### src/rtl/eth_pkg.sv
`default_nettype none
// ------------------------------------------------------------------
// eth_pkg : shared widths, beat type and arbiter states for MAC TX
// Rev 1.0
// ------------------------------------------------------------------
package eth_pkg;

  localparam int AXIS_DATA_W = 64;
  localparam int AXIS_KEEP_W = 8;

  typedef enum logic [0:0] {
    IDLE = 1'b0,
    BUSY = 1'b1
  } arb_state_t;

  typedef struct packed {
    logic [AXIS_DATA_W-1:0] data;
    logic [AXIS_KEEP_W-1:0] keep;
    logic                   last;
    logic                   user;
  } axis_beat_t;

endpackage
`default_nettype wire

### src/rtl/eth_tx_arbiter_if.sv
`default_nettype none
// ------------------------------------------------------------------
// eth_tx_arbiter_if : per-port requester streams plus the MAC TX stream
// Rev 1.0
// ------------------------------------------------------------------
interface eth_tx_arbiter_if #(
  parameter int NUM_PORTS = 2
);
  import eth_pkg::*;

  logic [NUM_PORTS-1:0]             s_tx_tvalid;
  logic [NUM_PORTS*AXIS_DATA_W-1:0] s_tx_tdata;
  logic [NUM_PORTS*AXIS_KEEP_W-1:0] s_tx_tkeep;
  logic [NUM_PORTS-1:0]             s_tx_tlast;
  logic [NUM_PORTS-1:0]             s_tx_tuser;
  logic [NUM_PORTS-1:0]             s_tx_tready;

  logic                   eth_tx_tvalid;
  logic [AXIS_DATA_W-1:0] eth_tx_tdata;
  logic [AXIS_KEEP_W-1:0] eth_tx_tkeep;
  logic                   eth_tx_tlast;
  logic                   eth_tx_tuser;
  logic                   eth_tx_tready;

  // Arbiter side
  modport slave (
    input  s_tx_tvalid, s_tx_tdata, s_tx_tkeep, s_tx_tlast, s_tx_tuser, eth_tx_tready,
    output s_tx_tready, eth_tx_tvalid, eth_tx_tdata, eth_tx_tkeep, eth_tx_tlast, eth_tx_tuser
  );

  // Requesters and MAC side
  modport master (
    output s_tx_tvalid, s_tx_tdata, s_tx_tkeep, s_tx_tlast, s_tx_tuser, eth_tx_tready,
    input  s_tx_tready, eth_tx_tvalid, eth_tx_tdata, eth_tx_tkeep, eth_tx_tlast, eth_tx_tuser
  );

endinterface
`default_nettype wire

### src/rtl/eth_axis_skid.sv
`default_nettype none
// ------------------------------------------------------------------
// eth_axis_skid : two-entry register slice, ready depends only on flops
// Rev 1.0
// ------------------------------------------------------------------
module eth_axis_skid
  import eth_pkg::*;
(
  input  wire logic       clk,
  input  wire logic       rst,
  input  wire logic       i_valid,
  output logic            o_ready,
  input  wire axis_beat_t i_beat,
  output logic            o_valid,
  input  wire logic       i_ready,
  output axis_beat_t      o_beat
);

  axis_beat_t r_main;
  axis_beat_t r_skid;
  logic       r_main_valid;
  logic       r_skid_valid;
  logic       w_in_fire;
  logic       w_main_free;

  assign w_in_fire   = i_valid & ~r_skid_valid;
  assign w_main_free = ~r_main_valid | i_ready;

  always_ff @(posedge clk or posedge rst) begin
    if (rst) begin
      r_main       <= '0;
      r_skid       <= '0;
      r_main_valid <= 1'b0;
      r_skid_valid <= 1'b0;
    end else if (w_main_free) begin
      // A parked skid beat always drains before new input (input is blocked then)
      if (r_skid_valid) begin
        r_main       <= r_skid;
        r_main_valid <= 1'b1;
        r_skid_valid <= 1'b0;
      end else begin
        r_main_valid <= w_in_fire;
        if (w_in_fire) begin
          r_main <= i_beat;
        end
      end
    end else if (w_in_fire) begin
      r_skid       <= i_beat;
      r_skid_valid <= 1'b1;
    end
  end

  assign o_ready = ~r_skid_valid;
  assign o_valid = r_main_valid;
  assign o_beat  = r_main;

endmodule
`default_nettype wire

### src/rtl/eth_tx_arbiter.sv
`default_nettype none
// ------------------------------------------------------------------
// eth_tx_arbiter : packet-level round-robin arbiter onto the 10G MAC TX
// Rev 1.0
// ------------------------------------------------------------------
module eth_tx_arbiter
  import eth_pkg::*;
#(
  parameter int NUM_PORTS = 2,
  parameter int IDX_W     = $clog2(NUM_PORTS)
) (
  input  wire logic         clk156,
  input  wire logic         sys_rst,
  eth_tx_arbiter_if.slave   bus,
  output logic              grant_valid,
  output logic [IDX_W-1:0]  grant_idx,
  output logic [31:0]       frame_cnt
);

  arb_state_t       r_state;
  arb_state_t       w_state_nxt;
  logic [IDX_W-1:0] r_grant_idx;
  logic [IDX_W-1:0] w_grant_idx_nxt;
  logic [IDX_W-1:0] r_last_grant;
  logic [IDX_W-1:0] w_last_grant_nxt;
  logic             r_grant_valid;
  logic             w_grant_valid_nxt;
  logic [31:0]      r_frame_cnt;
  logic [31:0]      w_frame_cnt_nxt;

  logic             w_skid_ready;
  logic             w_in_valid;
  logic             w_in_fire;
  axis_beat_t       w_in_beat;
  axis_beat_t       w_out_beat;

  // First requester strictly after the last served port, wrapping
  function automatic logic [IDX_W-1:0] rr_pick(
    input logic [NUM_PORTS-1:0] req,
    input logic [IDX_W-1:0]     last
  );
    logic [IDX_W-1:0] pick;
    logic [IDX_W-1:0] cand;
    logic             found;
    pick  = '0;
    found = 1'b0;
    for (int i = 1; i <= NUM_PORTS; i++) begin
      cand = IDX_W'((int'(last) + i) % NUM_PORTS);
      if (!found && req[cand]) begin
        pick  = cand;
        found = 1'b1;
      end
    end
    return pick;
  endfunction

  always_comb begin
    w_in_valid      = 1'b0;
    w_in_beat       = '0;
    bus.s_tx_tready = '0;
    for (int p = 0; p < NUM_PORTS; p++) begin
      if (r_state == BUSY && r_grant_idx == IDX_W'(p)) begin
        w_in_valid         = bus.s_tx_tvalid[p];
        w_in_beat.data     = bus.s_tx_tdata[p*AXIS_DATA_W +: AXIS_DATA_W];
        w_in_beat.keep     = bus.s_tx_tkeep[p*AXIS_KEEP_W +: AXIS_KEEP_W];
        w_in_beat.last     = bus.s_tx_tlast[p];
        w_in_beat.user     = bus.s_tx_tuser[p];
        bus.s_tx_tready[p] = w_skid_ready;
      end
    end
  end

  assign w_in_fire = w_in_valid & w_skid_ready;

  always_comb begin
    w_state_nxt       = r_state;
    w_grant_idx_nxt   = r_grant_idx;
    w_last_grant_nxt  = r_last_grant;
    w_grant_valid_nxt = r_grant_valid;
    w_frame_cnt_nxt   = r_frame_cnt;
    case (r_state)
      IDLE: begin
        if (|bus.s_tx_tvalid) begin
          w_grant_idx_nxt   = rr_pick(bus.s_tx_tvalid, r_last_grant);
          w_grant_valid_nxt = 1'b1;
          w_state_nxt       = BUSY;
        end
      end
      BUSY: begin
        if (w_in_fire && w_in_beat.last) begin
          w_last_grant_nxt  = r_grant_idx;
          w_grant_valid_nxt = 1'b0;
          w_frame_cnt_nxt   = r_frame_cnt + 32'd1;
          w_state_nxt       = IDLE;
        end
      end
      default: w_state_nxt = IDLE;
    endcase
  end

  always_ff @(posedge clk156 or posedge sys_rst) begin
    if (sys_rst) begin
      r_state       <= IDLE;
      r_grant_idx   <= '0;
      r_last_grant  <= IDX_W'(NUM_PORTS - 1);
      r_grant_valid <= 1'b0;
      r_frame_cnt   <= '0;
    end else begin
      r_state       <= w_state_nxt;
      r_grant_idx   <= w_grant_idx_nxt;
      r_last_grant  <= w_last_grant_nxt;
      r_grant_valid <= w_grant_valid_nxt;
      r_frame_cnt   <= w_frame_cnt_nxt;
    end
  end

  eth_axis_skid u_skid (
    .clk     (clk156),
    .rst     (sys_rst),
    .i_valid (w_in_valid),
    .o_ready (w_skid_ready),
    .i_beat  (w_in_beat),
    .o_valid (bus.eth_tx_tvalid),
    .i_ready (bus.eth_tx_tready),
    .o_beat  (w_out_beat)
  );

  assign bus.eth_tx_tdata = w_out_beat.data;
  assign bus.eth_tx_tkeep = w_out_beat.keep;
  assign bus.eth_tx_tlast = w_out_beat.last;
  assign bus.eth_tx_tuser = w_out_beat.user;

  assign grant_valid = r_grant_valid;
  assign grant_idx   = r_grant_idx;
  assign frame_cnt   = r_frame_cnt;

endmodule
`default_nettype wire

### src/flat_wrapper.sv
// flat-port wrapper written by rule: the top's interface ports become plain ports
module eth_tx_arbiter_flat import eth_pkg::*;
#(
  parameter int NUM_PORTS = 2,
  parameter int IDX_W     = $clog2(NUM_PORTS)
)
  (clk156, sys_rst, grant_valid, grant_idx, frame_cnt, bus_s_tx_tvalid, bus_s_tx_tdata, bus_s_tx_tkeep, bus_s_tx_tlast, bus_s_tx_tuser, bus_eth_tx_tready, bus_s_tx_tready, bus_eth_tx_tvalid, bus_eth_tx_tdata, bus_eth_tx_tkeep, bus_eth_tx_tlast, bus_eth_tx_tuser);
  eth_tx_arbiter_if #(.NUM_PORTS(NUM_PORTS)) bus_i ();
  input  wire logic clk156;
  input  wire logic sys_rst;
  output logic grant_valid;
  output logic [IDX_W-1:0] grant_idx;
  output logic [31:0] frame_cnt;
  input wire logic [$bits(bus_i.s_tx_tvalid)-1:0] bus_s_tx_tvalid;
  input wire logic [$bits(bus_i.s_tx_tdata)-1:0] bus_s_tx_tdata;
  input wire logic [$bits(bus_i.s_tx_tkeep)-1:0] bus_s_tx_tkeep;
  input wire logic [$bits(bus_i.s_tx_tlast)-1:0] bus_s_tx_tlast;
  input wire logic [$bits(bus_i.s_tx_tuser)-1:0] bus_s_tx_tuser;
  input wire logic [$bits(bus_i.eth_tx_tready)-1:0] bus_eth_tx_tready;
  output wire logic [$bits(bus_i.s_tx_tready)-1:0] bus_s_tx_tready;
  output wire logic [$bits(bus_i.eth_tx_tvalid)-1:0] bus_eth_tx_tvalid;
  output wire logic [$bits(bus_i.eth_tx_tdata)-1:0] bus_eth_tx_tdata;
  output wire logic [$bits(bus_i.eth_tx_tkeep)-1:0] bus_eth_tx_tkeep;
  output wire logic [$bits(bus_i.eth_tx_tlast)-1:0] bus_eth_tx_tlast;
  output wire logic [$bits(bus_i.eth_tx_tuser)-1:0] bus_eth_tx_tuser;
  assign bus_i.s_tx_tvalid = bus_s_tx_tvalid;
  assign bus_i.s_tx_tdata = bus_s_tx_tdata;
  assign bus_i.s_tx_tkeep = bus_s_tx_tkeep;
  assign bus_i.s_tx_tlast = bus_s_tx_tlast;
  assign bus_i.s_tx_tuser = bus_s_tx_tuser;
  assign bus_i.eth_tx_tready = bus_eth_tx_tready;
  assign bus_s_tx_tready = bus_i.s_tx_tready;
  assign bus_eth_tx_tvalid = bus_i.eth_tx_tvalid;
  assign bus_eth_tx_tdata = bus_i.eth_tx_tdata;
  assign bus_eth_tx_tkeep = bus_i.eth_tx_tkeep;
  assign bus_eth_tx_tlast = bus_i.eth_tx_tlast;
  assign bus_eth_tx_tuser = bus_i.eth_tx_tuser;
  eth_tx_arbiter #(.NUM_PORTS(NUM_PORTS), .IDX_W(IDX_W)) u_core (.clk156(clk156), .sys_rst(sys_rst), .bus(bus_i), .grant_valid(grant_valid), .grant_idx(grant_idx), .frame_cnt(frame_cnt));
endmodule
### config.mk
export PLATFORM = sky130hd
export DESIGN_NAME = eth_tx_arbiter_flat
export DESIGN_NICKNAME = d
export VERILOG_FILES = /design/src/rtl/eth_pkg.sv /design/src/rtl/eth_tx_arbiter_if.sv /design/src/rtl/eth_axis_skid.sv /design/src/rtl/eth_tx_arbiter.sv /design/src/flat_wrapper.sv
export SDC_FILE = /design/constraint.sdc
export NUM_CORES = 1
export LEC_CHECK = 0
export BUFFER_PORTS_ARGS = -buffer_cell sky130_fd_sc_hd__buf_2
export CAP_MARGIN = 20
export CORE_MARGIN = 5
export CORE_UTILIZATION = 50
export CTS_CLUSTER_DIAMETER = 50
export DETAILED_ROUTE_END_ITERATION = 8
export GPL_ROUTABILITY_DRIVEN = 0
export PLACE_DENSITY = 0.78
export SETUP_SLACK_MARGIN = 0.4
export SLEW_MARGIN = 20
export SYNTH_ARGS = -nofsm -noshare
export SYNTH_HDL_FRONTEND = slang
export SYNTH_SLANG_ARGS = --single-unit
### constraint.sdc
create_clock -name clk156 -period 9.5 [get_ports clk156]
set_clock_uncertainty 0.15 [all_clocks]
set_input_delay 1.9 -clock clk156 [delete_from_list [all_inputs] [get_ports clk156]]
set_output_delay 1.9 -clock clk156 [all_outputs]
set_load 0.01 [all_outputs]
==> results.txt, run 1 <==
----------------------------------------------------
[Synthesis]
  Number of synthesized flops with an enable pin ... 0
  Count of yosys warnings during synthesis ... 0
  Largest area contributor in the synthesized netlist ... sky130_fd_sc_hd__dfrtp_1
  Distinct cell type count of the synthesized netlist ... 31
  Proportion of synthesized chip area in sequential cells ... 0.529
  Avg Cell Area, Syn ... 9.15 sq um
  Post-synth top flop ... sky130_fd_sc_hd__dfrtp_1
  Yosys reg bits ... 186
  Fraction of post-synthesis cell area in the top cell type by area ... 0.526
  Synthesized area ... roughly 8800 sq um
  Synthesized net count ... 1115
  Ranking of synthesized cells by instance count ... sky130_fd_sc_hd__dfrtp_1, sky130_fd_sc_hd__nand2_1, sky130_fd_sc_hd__nor2_1, sky130_fd_sc_hd__a21oi_1, sky130_fd_sc_hd__o21ai_0
  FFs w/ async S/R, synth ... 1.00
  Most numerous cell in the Yosys netlist ... sky130_fd_sc_hd__dfrtp_1
  Number of standard cells after synthesis ... ~960
  Top area cells in the synthesized netlist ... sky130_fd_sc_hd__dfrtp_1, sky130_fd_sc_hd__mux2_2, sky130_fd_sc_hd__a21oi_1, sky130_fd_sc_hd__nand2_1, sky130_fd_sc_hd__nor2_1

[Detailed routing]
  Number of nets with antenna violations after routing ... 0
  Final routed wire length divided by cell count ... 14.7 um
  Post-DR vias/cell ... 5.18
  Initial DRC count ... 406
  Post-route DRC violation count ... 0
  Via Count ... 7367
  First-pass DRT Iterations ... 5
  Final Routed Wirelength ... 20.9 mm

[Global routing]
  Global-route wire length before repair ... 34.2 mm
  Total routing resource utilization after global routing ... 0.206
  Number of antenna violations at the first check in global routing ... 1
  Vias in the first global route ... 7010
  Overflow after GRT ... 0
  Maximum number of pins on one net before global-route repair ... around 110

[Pwr]
  Clock network fraction of design power ... 0.209
  Power Total ... 3.47 mW
  Psw ... 1.39 mW
  Peak ir drop on the vdd network ... 0.260 mV
  Internal power ... 2.08 mW
  Leakage power ... 5.33 nW
  Switching Fraction ... 0.400
  Power Density ... 322 nW/um^2
  Logic gate share of total power ... 0.387
  Sequential share of power ... 0.404

[Clock network]
  Number of buffers added by the clock tree synthesis step ... 17
  Worst-skew pair later-pin latency ... 0.42 ns
  # hold bufs at CTS ... 0
  Post-CTS repair timing setup buffer count ... 0
  Resized cells post-CTS ... 0
  Number of H-tree branching levels ... 4
  Max Buffers Root-to-Sink ... 2
  Root Buffer Master ... sky130_fd_sc_hd__clkbuf_16
  Number of clock sinks ... 186
  Register clock-pin slew on the reported worst setup and hold paths ... 0.07 ns
  TritonCTS clock tree ... yes

[Placed design]
  Count of input and output buffers ... 263
  Placed wire-length estimate after detailed placement ... 14.3 mm
  Placed Cells ... 1388

[Critical path]
  Top fanout value on the critical path ... 46
  Worst Reg-to-Reg Cells ... 7
  Kind of critical path ... reg -> out
  Highest cell delay on the worst timing path ... 0.77 ns
  Arrival time of data at the critical path endpoint ... 2.55 ns
  Count of buffering cells on the critical path with inverters included ... 3
  CP Launch Type ... register
  Ordered cell list for the critical path ... buf_4, inv_1, nor2_1, and2_1, buf_2
  Endpoint kind of the worst setup timing path ... output pin
  Instance count on the critical path ... 5
  Family with the most delay on the worst path ... buffers and inverters
  Cell with the biggest individual delay on the critical path ... sky130_fd_sc_hd__dfrtp_2
  Data required time at the worst endpoint ... 7.45 ns

[Layout]
  Area grow syn2layout ... 22.7%
  Layout Nets ... 1336
  Fraction of layout cells with a size suffix above 1 ... 0.326
  Filler cell count ... roughly 1500
  Post-route non-filler standard cell count ... 1421

[STA]
  Worst max-slew margin expressed relative to the limit ... 0.319
  Max-slew violation count ... 0
  Maximum clock frequency ... 218 MHz
  Worst-Margin Slew ... 1.02 ns
  Final Hold Vio Count ... 0
  Post-route clock period utilization ... 0.484
  Hold slack final ... between 0.3 and 0.4 ns
  Final TNS setup ... 0 ns
  Shortest clock period the worst path allows after layout ... 4.60 ns
  Unrepaired setup endpoints after global routing ... false
  Setup violation total in the final timing report ... 0

[Floorplan]
  DIE HEIGHT ... approximately 140 um
  Core Rows ... 48
  Die extent in x ... 143 um
  CORE AREA ... 17300 sq um
  Die area ... 20300 sq um
  Starting utilization of the core area ... 0.509
  Number of primary I/O pins ... about 260

[Run]
  Max Cap Violations ... 0

[Min path]
  Class of the worst hold path ... reg -> reg
  Count of cells along the worst hold path ... 1

[Run status]
  Result of the run ... complete, no violations

----------------------------------------------------
==> power groups by stage <==
stage / registers [mW] / clock network [mW] / logic [mW]
finish: 1.40 / 0.725 / 1.35
global route: 1.45 / 0.773 / 1.53
CTS: 1.41 / 0.740 / 1.37
detailed placement: 1.42 / 0 / 1.36
global placement: 1.41 / 0 / 1.32
floorplan: 1.36 / 0 / 0.969
==> through the flow <==
step | util | instance area (sq um) | worst slack, ns
6_report | 0.624 | 10800 | 4.90
3_3_place_gp | 0.589 | 10200 | 5.37
2_1_floorplan | - | 8800 | 2.39
4_1_cts | 0.624 | 10800 | 4.91
3_5_place_dp | 0.589 | 10200 | 5.37
5_1_grt | 0.624 | 10800 | 4.73
==> area by class of cell <==
class                      instances  area, sq um  share of cell area
sequential                       186         4660               0.432
inverter                           2         15.0             0.00139
timing repair buffer             269         1360               0.126
antenna                            1         2.50            0.000232
multi-input combinational        706         3860               0.358
tap                              225          282              0.0261
clock inverter                    15          178              0.0165
clock buffer                      17          425              0.0394
==> flip-flops by register name, indices dropped and copies added (netlist names) <==
| signal | cells |
|---|---|
| u_core.u_skid.r_skid | 74 |
| u_core.u_skid.o_beat | 74 |
| u_core.u_skid.r_skid_valid | 1 |
| u_core.grant_valid | 1 |
| u_core.r_last_grant | 1 |
| u_core.grant_idx | 1 |
| u_core.frame_cnt | 32 |
| u_core.r_state | 1 |
| u_core.u_skid.o_valid | 1 |
==> worst reg2reg max path: stages (launching register included) <==
cell	delay [ns]
sky130_fd_sc_hd__dfrtp_2	0.77
sky130_fd_sc_hd__buf_4	0.55
sky130_fd_sc_hd__inv_1	0.22
sky130_fd_sc_hd__nor2_1	0.30
sky130_fd_sc_hd__nand3_4	0.57
sky130_fd_sc_hd__buf_4	0.60
sky130_fd_sc_hd__nand2_1	0.20
sky130_fd_sc_hd__o21ai_0	0.11
==> cell families (layout without fill, tap and decap cells) <==
logic type / after synthesis / count (layout) / synth area share
AO/OA/AOI/OAI: 230 / 230 / 0.133
XOR/XNOR: 31 / 31 / 0.0309
adder cells (fa/ha/maj): 1 / 1 / 0.00142
buffers and inverters: 69 / 303 / 0.0340
flip-flops: 186 / 186 / 0.529
multiplexers: 74 / 74 / 0.0947
other: 0 / 1 / 0
AND/OR/NAND/NOR: 370 / 370 / 0.177
==> cells in the final DEF (no fill, tap or decap), types with 3 or more instances in the layout <==
cell,n
sky130_fd_sc_hd__xnor2_1,24
sky130_fd_sc_hd__mux2_2,74
sky130_fd_sc_hd__and4_1,3
sky130_fd_sc_hd__buf_4,6
sky130_fd_sc_hd__nand2_1,170
sky130_fd_sc_hd__xor2_1,7
sky130_fd_sc_hd__nand4_1,8
sky130_fd_sc_hd__dfrtp_1,182
sky130_fd_sc_hd__nor2_1,155
sky130_fd_sc_hd__nor3_1,3
sky130_fd_sc_hd__buf_2,263
sky130_fd_sc_hd__and3_1,5
sky130_fd_sc_hd__o21ai_0,76
sky130_fd_sc_hd__inv_6,4
sky130_fd_sc_hd__inv_8,5
sky130_fd_sc_hd__a21oi_1,151
sky130_fd_sc_hd__nand3_1,11
sky130_fd_sc_hd__clkbuf_16,17
==> worst paths after layout <==
| check | start | to | slack (ns) |
|---|---|---|---|
| worst max register to register | u_core.r_state | u_core.u_skid.r_skid[51] | 5.88 |
| worst max-delay path | u_core.r_state | bus_s_tx_tready[1] | 4.90 |
| min in group asynchronous | sys_rst | u_core.u_skid.o_beat[60] | 1.44 |
| max in group asynchronous | sys_rst | u_core.u_skid.o_beat[73] | 6.29 |
| worst min-delay path | u_core.frame_cnt[31] | u_core.frame_cnt[31] | 0.33 |
| worst min register to register | u_core.frame_cnt[31] | u_core.frame_cnt[31] | 0.33 |
==> layer usage <==
layer  track usage  routed length (um)
met1         0.279                9070
met2         0.334               10200
met3        0.0472                1270
met4        0.0565                 279
met5             0                   0
No activity file was read; power rests on OpenSTA's default activity.
==> run 2: changes to the inputs <==
clock period = 4.3 ns   (was 9.5 ns; I/O delays follow)
==> run 2 against run 1 <==
Effect of this change: power rose by 120%; clock power grew 100%; final cell count is essentially flat; core utilization about the same; register-to-register slack got worse by 4.4 ns; critical endpoint unchanged; non-clock buffer count grew 2; critical path depth is 2 lower; largest cell class unchanged; largest power group is now combinational cells.
==> results.txt, run 2 (synthesized netlist as in run 1, its figures left out) <==
----------------------------------------------------
[Run status]
  Result of the run ... complete, no violations

[Global routing]
  Total routing resource utilization after global routing ... 0.208 (+0.00219)
  Number of antenna violations at the first check in global routing ... 0 (-1)
  Global-route wire length before repair ... 34.8 mm (+1.6%)
  Maximum number of pins on one net before global-route repair ... 112 (unchanged)
  Overflow after GRT ... 0 (unchanged)
  Vias in the first global route ... 7086 (+1.1%)

[Clock network]
  Root Buffer Master ... sky130_fd_sc_hd__clkbuf_16
  Number of clock sinks ... 186 (unchanged)
  Post-CTS repair timing setup buffer count ... 0 (unchanged)
  Number of H-tree branching levels ... 4 (unchanged)
  Number of buffers added by the clock tree synthesis step ... 17 (unchanged)
  # hold bufs at CTS ... 0 (unchanged)
  Max Buffers Root-to-Sink ... 2 (unchanged)
  Resized cells post-CTS ... 0 (unchanged)
  Worst-skew pair later-pin latency ... 0.42 ns (about the same)
  TritonCTS clock tree ... yes
  Register clock-pin slew on the reported worst setup and hold paths ... 0.07 ns (about the same)

[Layout]
  Ant diodes ... 0 (-1)
  Layout Nets ... 1338 (+0.15%)
  Post-route non-filler standard cell count ... 1422 (+0.070%)
  Area grow syn2layout ... 22.7% (about the same)
  Most frequent cells in the layout ... sky130_fd_sc_hd__buf_2, sky130_fd_sc_hd__dfrtp_1, sky130_fd_sc_hd__nand2_1
  Final core utilization ... 0.624 (about the same)
  Filler cell count ... 1464 (-3.2%)
  Fraction of layout cells with a size suffix above 1 ... 0.327 (+0.00113)
  Most common library cell in the layout ignoring fill and taps ... sky130_fd_sc_hd__buf_2

[STA]
  Post-route clock period utilization ... 0.720
  Final TNS setup ... 0 ns (unchanged)
  Max-slew violation count ... 0 (unchanged)
  Unrepaired setup endpoints after global routing ... false
  Maximum clock frequency ... 323 MHz
  Worst max-slew margin expressed relative to the limit ... 0.289 (-0.0297)
  Shortest clock period the worst path allows after layout ... 3.10 ns
  Worst-Margin Slew ... 1.07 ns (+0.0446 ns)
  Final Hold Vio Count ... 0 (unchanged)
  Hold slack final ... 0.327 ns (+0.00188 ns)
  Setup violation total in the final timing report ... 0 (unchanged)

[Floorplan]
  Die extent in x ... 143 um (unchanged)
  Number of primary I/O pins ... 264 (unchanged)
  DIE HEIGHT ... 143 um (unchanged)
  Core Rows ... 48 (unchanged)
  Die area ... 20300 sq um (unchanged)
  CORE AREA ... 17300 sq um (unchanged)
  Starting utilization of the core area ... 0.509 (unchanged)

[Placed design]
  Placed Cells ... 1390 (+0.14%)
  Count of input and output buffers ... 263 (unchanged)
  Placed wire-length estimate after detailed placement ... 14.3 mm (+0.36%)

[Critical path]
  FF-to-FF Start ... u_core.grant_idx
  Beginning of the critical path ... u_core.grant_idx
  Kind of critical path ... reg -> out
  CP Launch Type ... register
  Endpoint kind of the worst setup timing path ... output pin
  Data required time at the worst endpoint ... 3.29 ns (-4.16 ns)
  Top fanout value on the critical path ... 51 (+11%)
  Arrival time of data at the critical path endpoint ... 2.09 ns (-0.46 ns)

[Detailed routing]
  Post-DR vias/cell ... 5.14 (-0.87%)
  Final routed wire length divided by cell count ... 14.8 um (+1.2%)
  Initial DRC count ... 354 (-13%)
  Post-route DRC violation count ... 0 (unchanged)
  Number of nets with antenna violations after routing ... 0 (unchanged)
  First-pass DRT Iterations ... 4 (-1)
  Via Count ... 7308 (-0.80%)
  Final Routed Wirelength ... 21.1 mm (+1.2%)

[Run]
  Max Cap Violations ... 0 (unchanged)

[Pwr]
  Leakage power ... 5.32 nW (-0.10%)
  Power Density ... 703 nW/um^2 (+120%)
  Peak ir drop on the vdd network ... 0.372 mV (+43%)

[Min path]
  Hold Crit Start ... u_core.frame_cnt[31]
  Class of the worst hold path ... reg -> reg

----------------------------------------------------
run 2: area by class of cell:
class	instances	area (sq um)	area share
repair buffers	271	1410	0.131
clock inverters	15	134	0.0124
well taps	225	282	0.0261
inverters	2	11.3	0.00104
flip-flops and latches	186	4660	0.432
multi-input cells	706	3860	0.358
clock buffers	17	425	0.0394
run 2: metrics by stage:
| stage | power [mW] | setup slack (ns) | area (sq um) |
|---|---|---|---|
| 5_1_grt | 8.22 | 1.03 | 10800 |
| 3_3_place_gp | 6.04 | 1.41 | 10200 |
| 2_1_floorplan | 5.15 | 0.898 | 8800 |
| 4_1_cts | 7.67 | 1.11 | 10800 |
| 3_5_place_dp | 6.16 | 1.37 | 10200 |
| 6_report | 7.58 | 1.20 | 10800 |
run 2: final timing paths:
check / to / slack, ns / cells past startpoint
worst max-delay path: bus_s_tx_tready[1] / 1.20 / 3
worst min-delay path: u_core.frame_cnt[31] / 0.33 / 1
worst max register to register: u_core.frame_cnt[23] / 1.47 / 5
worst min register to register: u_core.frame_cnt[31] / 0.33 / 1
max in group asynchronous: u_core.u_skid.r_skid[26] / 2.67 / 3
min in group asynchronous: u_core.frame_cnt[6] / 0.45 / 2
run 2: power breakdown:
group          switching (mW)  internal (mW)  leakage, nW
combinational            1.89           1.27         2.76
sequential              0.469           2.47         2.29
clock                   0.719          0.764        0.268
total                    3.08           4.50         5.32
run 2: critical path, stage by stage (launching register included):
cell                      delay [ns]
sky130_fd_sc_hd__dfrtp_4        0.69
sky130_fd_sc_hd__buf_4          0.59
sky130_fd_sc_hd__and2_1         0.22
sky130_fd_sc_hd__buf_2          0.13
run 2: routing by layer:
metal	vias up	routed length [um]	track usage
met4	0	528	0.0735
met1	3384	9190	0.284
met2	211	10100	0.334
li1	3677	-	-
met3	36	1240	0.0395
met5	-	0	0
